**src/rtl/dmem_pkg.sv**
```systemverilog
// Shared types and constants for the data-memory arbiter: FSM states, RV32I load/store
// funct3 encodings, the latched access record and the alignment helper.
package dmem_pkg;

    typedef enum logic [1:0] {
        IDLE   = 2'd0,
        ACCESS = 2'd1,
        RESP   = 2'd2
    } arb_state_e;

    localparam logic [2:0] F3_B  = 3'b000;
    localparam logic [2:0] F3_H  = 3'b001;
    localparam logic [2:0] F3_W  = 3'b010;
    localparam logic [2:0] F3_BU = 3'b100;
    localparam logic [2:0] F3_HU = 3'b101;

    typedef struct packed {
        logic        we;
        logic [2:0]  func3;
        logic [31:0] addr;
        logic [31:0] wdata;
        logic        err;
    } acc_t;

    // Size is encoded in funct3[1:0] for both signed and unsigned variants.
    function automatic logic misaligned(input logic [2:0] func3, input logic [1:0] addr_lo);
        case (func3[1:0])
            2'b01:   return addr_lo[0];
            2'b10:   return addr_lo != 2'b00;
            default: return 1'b0;
        endcase
    endfunction

endpackage

```
**src/rtl/rr_arbiter.sv**
```systemverilog
// Combinational round-robin picker: the first requester after last_grant (mod N) wins.
// The last_grant register is owned by the caller.
module rr_arbiter
    import dmem_pkg::*;
#(
    parameter int  N   = 2,
    localparam int LGW = (N > 1) ? $clog2(N) : 1
) (
    input  logic [N-1:0]   req,
    input  logic [LGW-1:0] last_grant,
    input  logic           enable,
    output logic [N-1:0]   grant
);

    logic           found;
    logic [LGW-1:0] idx;

    // NOTE: every variable gets a default before the loop so no path leaves it unassigned (no latch).
    always_comb begin
        grant = '0;
        found = 1'b0;
        idx   = '0;
        for (int i = 1; i <= N; i++) begin
            idx = LGW'((int'(last_grant) + i) % N);
            if (enable && !found && req[idx]) begin
                grant[idx] = 1'b1;
                found      = 1'b1;
            end
        end
    end

endmodule

```
**src/rtl/dmem_arbiter.sv**
```systemverilog
// Round-robin arbiter sharing the single-port data RAM among N_REQ requesters, one access in flight.
// Define DMEM_ARB_ALIGN_CHK_EN to flag misaligned halfword/word accesses as errors.
module dmem_arbiter
    import dmem_pkg::*;
#(
    parameter int N_REQ     = 2,
    parameter int MEM_WORDS = 64
) (
    input  logic                 clk,
    input  logic                 reset,
    input  logic [N_REQ-1:0]     req_valid,
    output logic [N_REQ-1:0]     req_ready,
    input  logic [N_REQ-1:0]     req_we,
    input  logic [N_REQ*3-1:0]   req_func3,
    input  logic [N_REQ*32-1:0]  req_addr,
    input  logic [N_REQ*32-1:0]  req_wdata,
    output logic [N_REQ-1:0]     rsp_valid,
    input  logic [N_REQ-1:0]     rsp_ready,
    output logic [31:0]          rsp_rdata,
    output logic                 rsp_err,
    output logic                 ram_we,
    output logic [2:0]           ram_func3,
    output logic [31:0]          ram_addr,
    output logic [31:0]          ram_wdata,
    input  logic [31:0]          ram_rdata
);

    localparam int          LGW        = (N_REQ > 1) ? $clog2(N_REQ) : 1;
    localparam logic [31:0] ADDR_LIMIT = 32'(MEM_WORDS * 4);

    arb_state_e       state, state_next;
    logic [LGW-1:0]   last_grant, owner, grant_idx;
    logic [N_REQ-1:0] grant;
    logic             arb_en;
    acc_t             acc, sel;

    // Grants are suppressed while reset is held so req_ready is quiet during reset.
    assign arb_en = (state == IDLE) && reset;

    rr_arbiter #(.N(N_REQ)) u_rr (
        .req        (req_valid),
        .last_grant (last_grant),
        .enable     (arb_en),
        .grant      (grant)
    );

    always_comb begin
        sel       = '0;
        grant_idx = '0;
        for (int i = 0; i < N_REQ; i++) begin
            if (grant[i]) begin
                grant_idx = LGW'(i);
                sel.we    = req_we[i];
                sel.func3 = req_func3[i*3 +: 3];
                sel.addr  = req_addr[i*32 +: 32];
                sel.wdata = req_wdata[i*32 +: 32];
            end
        end
`ifdef DMEM_ARB_ALIGN_CHK_EN
        sel.err = (sel.addr >= ADDR_LIMIT) || misaligned(sel.func3, sel.addr[1:0]);
`else
        sel.err = (sel.addr >= ADDR_LIMIT);
`endif
    end

    always_ff @(posedge clk or negedge reset) begin
        if (!reset) state <= IDLE;
        else        state <= state_next;
    end

    always_comb begin
        state_next = state;
        req_ready  = '0;
        rsp_valid  = '0;
        ram_we     = 1'b0;
        case (state)
            IDLE: begin
                if (|grant) begin
                    req_ready  = grant;
                    state_next = ACCESS;
                end
            end
            ACCESS: begin
                ram_we     = acc.we & ~acc.err;
                state_next = RESP;
            end
            RESP: begin
                rsp_valid[owner] = 1'b1;
                if (rsp_ready[owner]) state_next = IDLE;
            end
            default: state_next = IDLE;
        endcase
    end

    // NOTE: sequential state uses non-blocking assignments so every register samples pre-edge values.
    always_ff @(posedge clk or negedge reset) begin
        if (!reset) begin
            acc        <= '0;
            owner      <= '0;
            last_grant <= LGW'(N_REQ - 1);
            rsp_rdata  <= '0;
            rsp_err    <= 1'b0;
        end else begin
            if (state == IDLE && |grant) begin
                acc        <= sel;
                owner      <= grant_idx;
                last_grant <= grant_idx;
            end
            if (state == ACCESS) begin
                rsp_rdata <= (acc.we || acc.err) ? 32'h0 : ram_rdata;
                rsp_err   <= acc.err;
            end
        end
    end

    assign ram_func3 = acc.func3;
    assign ram_addr  = acc.addr;
    assign ram_wdata = acc.wdata;

endmodule
```
**config.mk**
```make
export PLATFORM = sky130hd
export DESIGN_NAME = dmem_arbiter
export DESIGN_NICKNAME = d
export VERILOG_FILES = /design/src/rtl/dmem_pkg.sv /design/src/rtl/rr_arbiter.sv /design/src/rtl/dmem_arbiter.sv
export SDC_FILE = /design/constraint.sdc
export NUM_CORES = 1
export LEC_CHECK = 0
export CORE_ASPECT_RATIO = 1.1
export CORE_MARGIN = 2
export CORE_UTILIZATION = 39
export CTS_CLUSTER_SIZE = 14
export DETAILED_ROUTE_END_ITERATION = 7
export PLACE_DENSITY = 0.84
export SYNTH_ARGS = -nofsm -noshare
export SYNTH_HDL_FRONTEND = slang
export SYNTH_SLANG_ARGS = --single-unit
```
**constraint.sdc**
```tcl
create_clock -name clk -period 1.95 [get_ports clk]
set_clock_uncertainty 0.05 [all_clocks]
set_input_delay 0.4875 -clock clk [delete_from_list [all_inputs] [get_ports clk]]
set_output_delay 0.4875 -clock clk [all_outputs]
set_load 0.05 [all_outputs]
```
==> Flow_metrics.wiki <==
{| class="wikitable"
! Metric !! Value
|-
| Number of max-cap violations || 0
|-
| Worst setup path endpoint || req_ready[0]
|-
| Worst setup startpoint || req_valid[0]
|-
| Period utilization || 1.020
|-
| Share of the synthesized netlist area taken by xor and xnor gates || 0
|-
| Number of antenna violations at the first check in global routing || 0
|-
| Distinct cell type count of the synthesized netlist || 34
|-
| Area growth syn-to-layout || 54.79%
|-
| Max-slew headroom at the worst pin || 0.5404
|-
| Non-Filler Instances || 929
|-
| Setup repair after global routing missed its margin || true
|-
| Clock buffer depth || 2
|-
| Worst min-delay path category || input port to asynchronous set/reset pin
|-
| Cell at the root of the clock tree || clkbuf_16
|-
| Static leakage power || 3.613 nW
|-
| Count of hold-fix buffers inserted at cts || 0
|-
| Reg-to-reg critical path endpoint || ram_addr[14]$_DFFE_PN0P_
|-
| Effective utilization at floorplan || 0.3990
|-
| Clock transition time at the flip-flop clock pins of the worst setup and hold paths || 0.06 ns
|-
| Grt total ovfl || 0
|-
| Vias per inst || 5.201
|-
| Clock latency on the worst-skew pair || 0.34 ns
|-
| Seq/Total Area, Yosys || 0.5260
|-
| Number of detailed-route iterations in the first pass || 6
|-
| Gpl congestion || 0.8367
|-
| CTS tree || done
|-
| Placeable core area || 0.01264 sq mm
|-
| CP endpoint kind || output port
|-
| Gate count of the mapped netlist || 543
|-
| Time the worst path needs with I/O delays and setup || 1.989 ns
|-
| Total I/O pin count || 279
|-
| Required time reported for the critical path endpoint || 1.41 ns
|-
| Violated checks || negative setup slack
|-
| Adder-cell area share of the yosys netlist || 0
|-
| Number of global-route vias before repair || 4,884
|-
| Post-Route WL || 15,940 um
|-
| Post-DRT Antenna Nets || 0
|-
| Least setup slack across all paths after layout || -0.03950 ns
|-
| Type of the worst setup path || input port to output port
|-
| Run status || complete, but fails checks
|-
| Fraction of synthesized area in multiplexers || 0.004464
|-
| Warnings, synthesis || 0
|-
| Synth Area in Compound Gates || 0.1545
|-
| Number of clock sinks || 106
|-
| Total die area || 0.01386 sq mm
|-
| Worst-Margin Slew || 0.6895 ns
|-
| Combinational family with the most area after synthesis || simple AND/OR/NAND/NOR gates
|-
| Arrival time of data at the critical path endpoint || 1.45 ns
|-
| DRC violations left || 0
|-
| Routed wire length per instance || 17.16 um
|-
| Cell Rows || 43
|-
| Worst-path fanout max || 2
|-
| Net count of the finished layout || 941
|-
| Maximum number of pins on one net before global-route repair || 92
|-
| Worst R2R Start || state[1]$_DFFE_PN0P_
|-
| Cell area power density || 1425 mW/mm^2
|-
| Number of vias after detailed routing || 4,832
|-
| Total clock buffers created by CTS || 9
|-
| Worst-case register-to-register setup slack || 0.18 ns
|-
| Post-route total power || 11.13 mW
|-
| Number of antenna diodes || 0
|-
| All-layer global routing usage || 0.2246
|-
| Type of element launching the critical path || input port
|-
| Placed cell count || 909
|-
| Average footprint of a synthesized cell || 9.291 sq um
|-
| Drt initial violations || 234
|-
| Depth of the worst register-to-register path || 7
|-
| Final count of hold timing violations || 0
|-
| First-pass GRT wire length || 24,550 um
|-
| Pins over their slew limit || 0
|-
| Summed instance area of the synthesized netlist || 0.005045 sq mm
|-
| Fmax || 502.6 MHz
|-
| Post-synthesis sequential element count || 106
|-
| H-Tree Depth || 3
|-
| Die Span Y || 123.3 um
|-
| Share of final-layout standard cells stronger than drive strength 1 || 0.2189
|-
| Horizontal die dimension || 112.4 um
|-
| Synth Net Count || 717
|-
| Number of port buffers || 278
|-
| Simple-gate area share of the yosys netlist || 0.1768
|-
| Final number of setup-violating endpoints || 2
|-
| Worst VDD drop || 884.8 uV
|-
| HPWL after detailed placement || 12,290 um
|}
[worst min-delay path by stage]
stage | from | endpoint | slack (ns) | depth (start not counted)
6_report | reset | ram_wdata[7]$_DFFE_PN0P_ | 0.24 | 2
5_1_grt | reset | rsp_rdata[3]$_DFFE_PN0P_ | 0.29 | 2
4_1_cts | reset | ram_wdata[23]$_DFFE_PN0P_ | 0.26 | 2
3_5_place_dp | last_grant$_DFFE_PN1P_ | last_grant$_DFFE_PN1P_ | 0.42 | 2
3_3_place_gp | last_grant$_DFFE_PN1P_ | last_grant$_DFFE_PN1P_ | 0.41 | 2
2_1_floorplan | reset | acc[0]$_DFFE_PN0P_ | 0.14 | 0
[layout make-up]
cell class	count	area (sq um)
multi-input combinational	327	1723
fill	1037	4835
inverter	9	38.79
tap	157	196.4
sequential	106	2654
clock buffer	9	225.2
clock inverter	7	52.55
timing repair buffer	314	2919
[sequential cells by signal, indices dropped and copies added (netlist names), 2 cells and up]
signal,cells
rsp_rdata,32
ram_func3,3
acc,2
ram_wdata,32
state,2
ram_addr,32
[cells in the final DEF, fill, tap and decap left out, types with 2 or more instances in the layout]
master	instances
dfrtp_1	105
nand2_1	128
clkbuf_16	9
buf_12	10
clkinvlp_4	4
nor4_1	8
clkdlybuf4s50_1	171
a22o_1	32
o21ai_0	2
nor3b_4	2
nand2b_1	3
a31oi_1	63
inv_4	2
a222oi_1	5
inv_1	6
or4_1	3
mux2_2	2
buf_6	2
nor2_1	66
inv_6	2
buf_4	130
[power breakdown]
part | total (mW) | leakage, nW | internal [mW] | switching, mW
Sequential | 3.46 | 1.30 | 2.97 | 0.492
Combinational | 5.98 | 2.18 | 2.01 | 3.97
Clock | 1.69 | 0.124 | 0.873 | 0.815
Total | 11.1 | 3.61 | 5.85 | 5.28
[worst max-delay path, stage by stage]
cell	delay, ns
clkdlybuf4s50_1	0.50
buf_4	0.13
nand3_2	0.10
inv_4	0.10
buf_12	0.13
[routing by layer]
metal  up-vias  routed length (um)  global-route usage
li1       2242                   -                   -
met3        38                1282             0.05833
met1      2314                6062              0.2537
met2       238                8091              0.4032
met4         0                 507             0.09756
met5         -                   0                   0
[timing repair]
action / 4_1_cts / 5_1_grt
buffers inserted: 4 / 0
pin swaps: 1 / 2
setup endpoints to repair: 2 / 23
gates resized for setup: 7 / 1
[cell families after synthesis]
kind of cell    Yosys count
compound gates          108
simple gates            217
buf+inv                 110
mux                       2
flops                   106
[synth_stat cells]
library cell | n | area share
clkbuf_1 | 16 | 0.012
buf_4 | 70 | 0.10
or4_1 | 3 | 0.0045
nand2b_1 | 3 | 0.0037
o21ai_1 | 1 | 0.00099
a31oi_1 | 63 | 0.078
nor3b_1 | 1 | 0.0015
nor3_1 | 1 | 0.00099
nor4_1 | 8 | 0.0099
a22oi_1 | 1 | 0.0015
nand2_1 | 129 | 0.096
inv_2 | 1 | 0.00074
and3_1 | 1 | 0.0012
mux2_2 | 2 | 0.0045
o21ai_0 | 2 | 0.0020
nand3_2 | 1 | 0.0020
nand4_1 | 1 | 0.0012
nor3b_4 | 1 | 0.0037
buf_1 | 3 | 0.0022
nor3_2 | 1 | 0.0020
buf_6 | 1 | 0.0022
a21boi_0 | 1 | 0.0015
inv_1 | 7 | 0.0052
o22a_1 | 1 | 0.0017
dfrtp_1 | 105 | 0.52
nor2_1 | 66 | 0.049
dfstp_2 | 1 | 0.0052
nand3_1 | 1 | 0.00099
a2bb2oi_1 | 1 | 0.0017
a222oi_1 | 5 | 0.0099
a22o_1 | 32 | 0.056
clkinv_1 | 1 | 0.00074
buf_2 | 11 | 0.011
a211oi_1 | 1 | 0.0015
[stage by stage]
stage	TNS, ns	util	setup slack (ns)	hold slack [ns]	area [sq um]
2_1_floorplan	0	-	0.008302	0.1419	5060
3_3_place_gp	-9.743	0.5921	-0.2208	0.4096	7486
3_5_place_dp	-12.85	0.5921	-0.2489	0.4171	7486
4_1_cts	-0.05027	0.6173	-0.03402	0.2599	7805
5_1_grt	-0.2306	0.6176	-0.1068	0.2878	7809
6_report	-0.07001	0.6176	-0.03950	0.2364	7809
No activity file was read; power rests on OpenSTA's default activity.
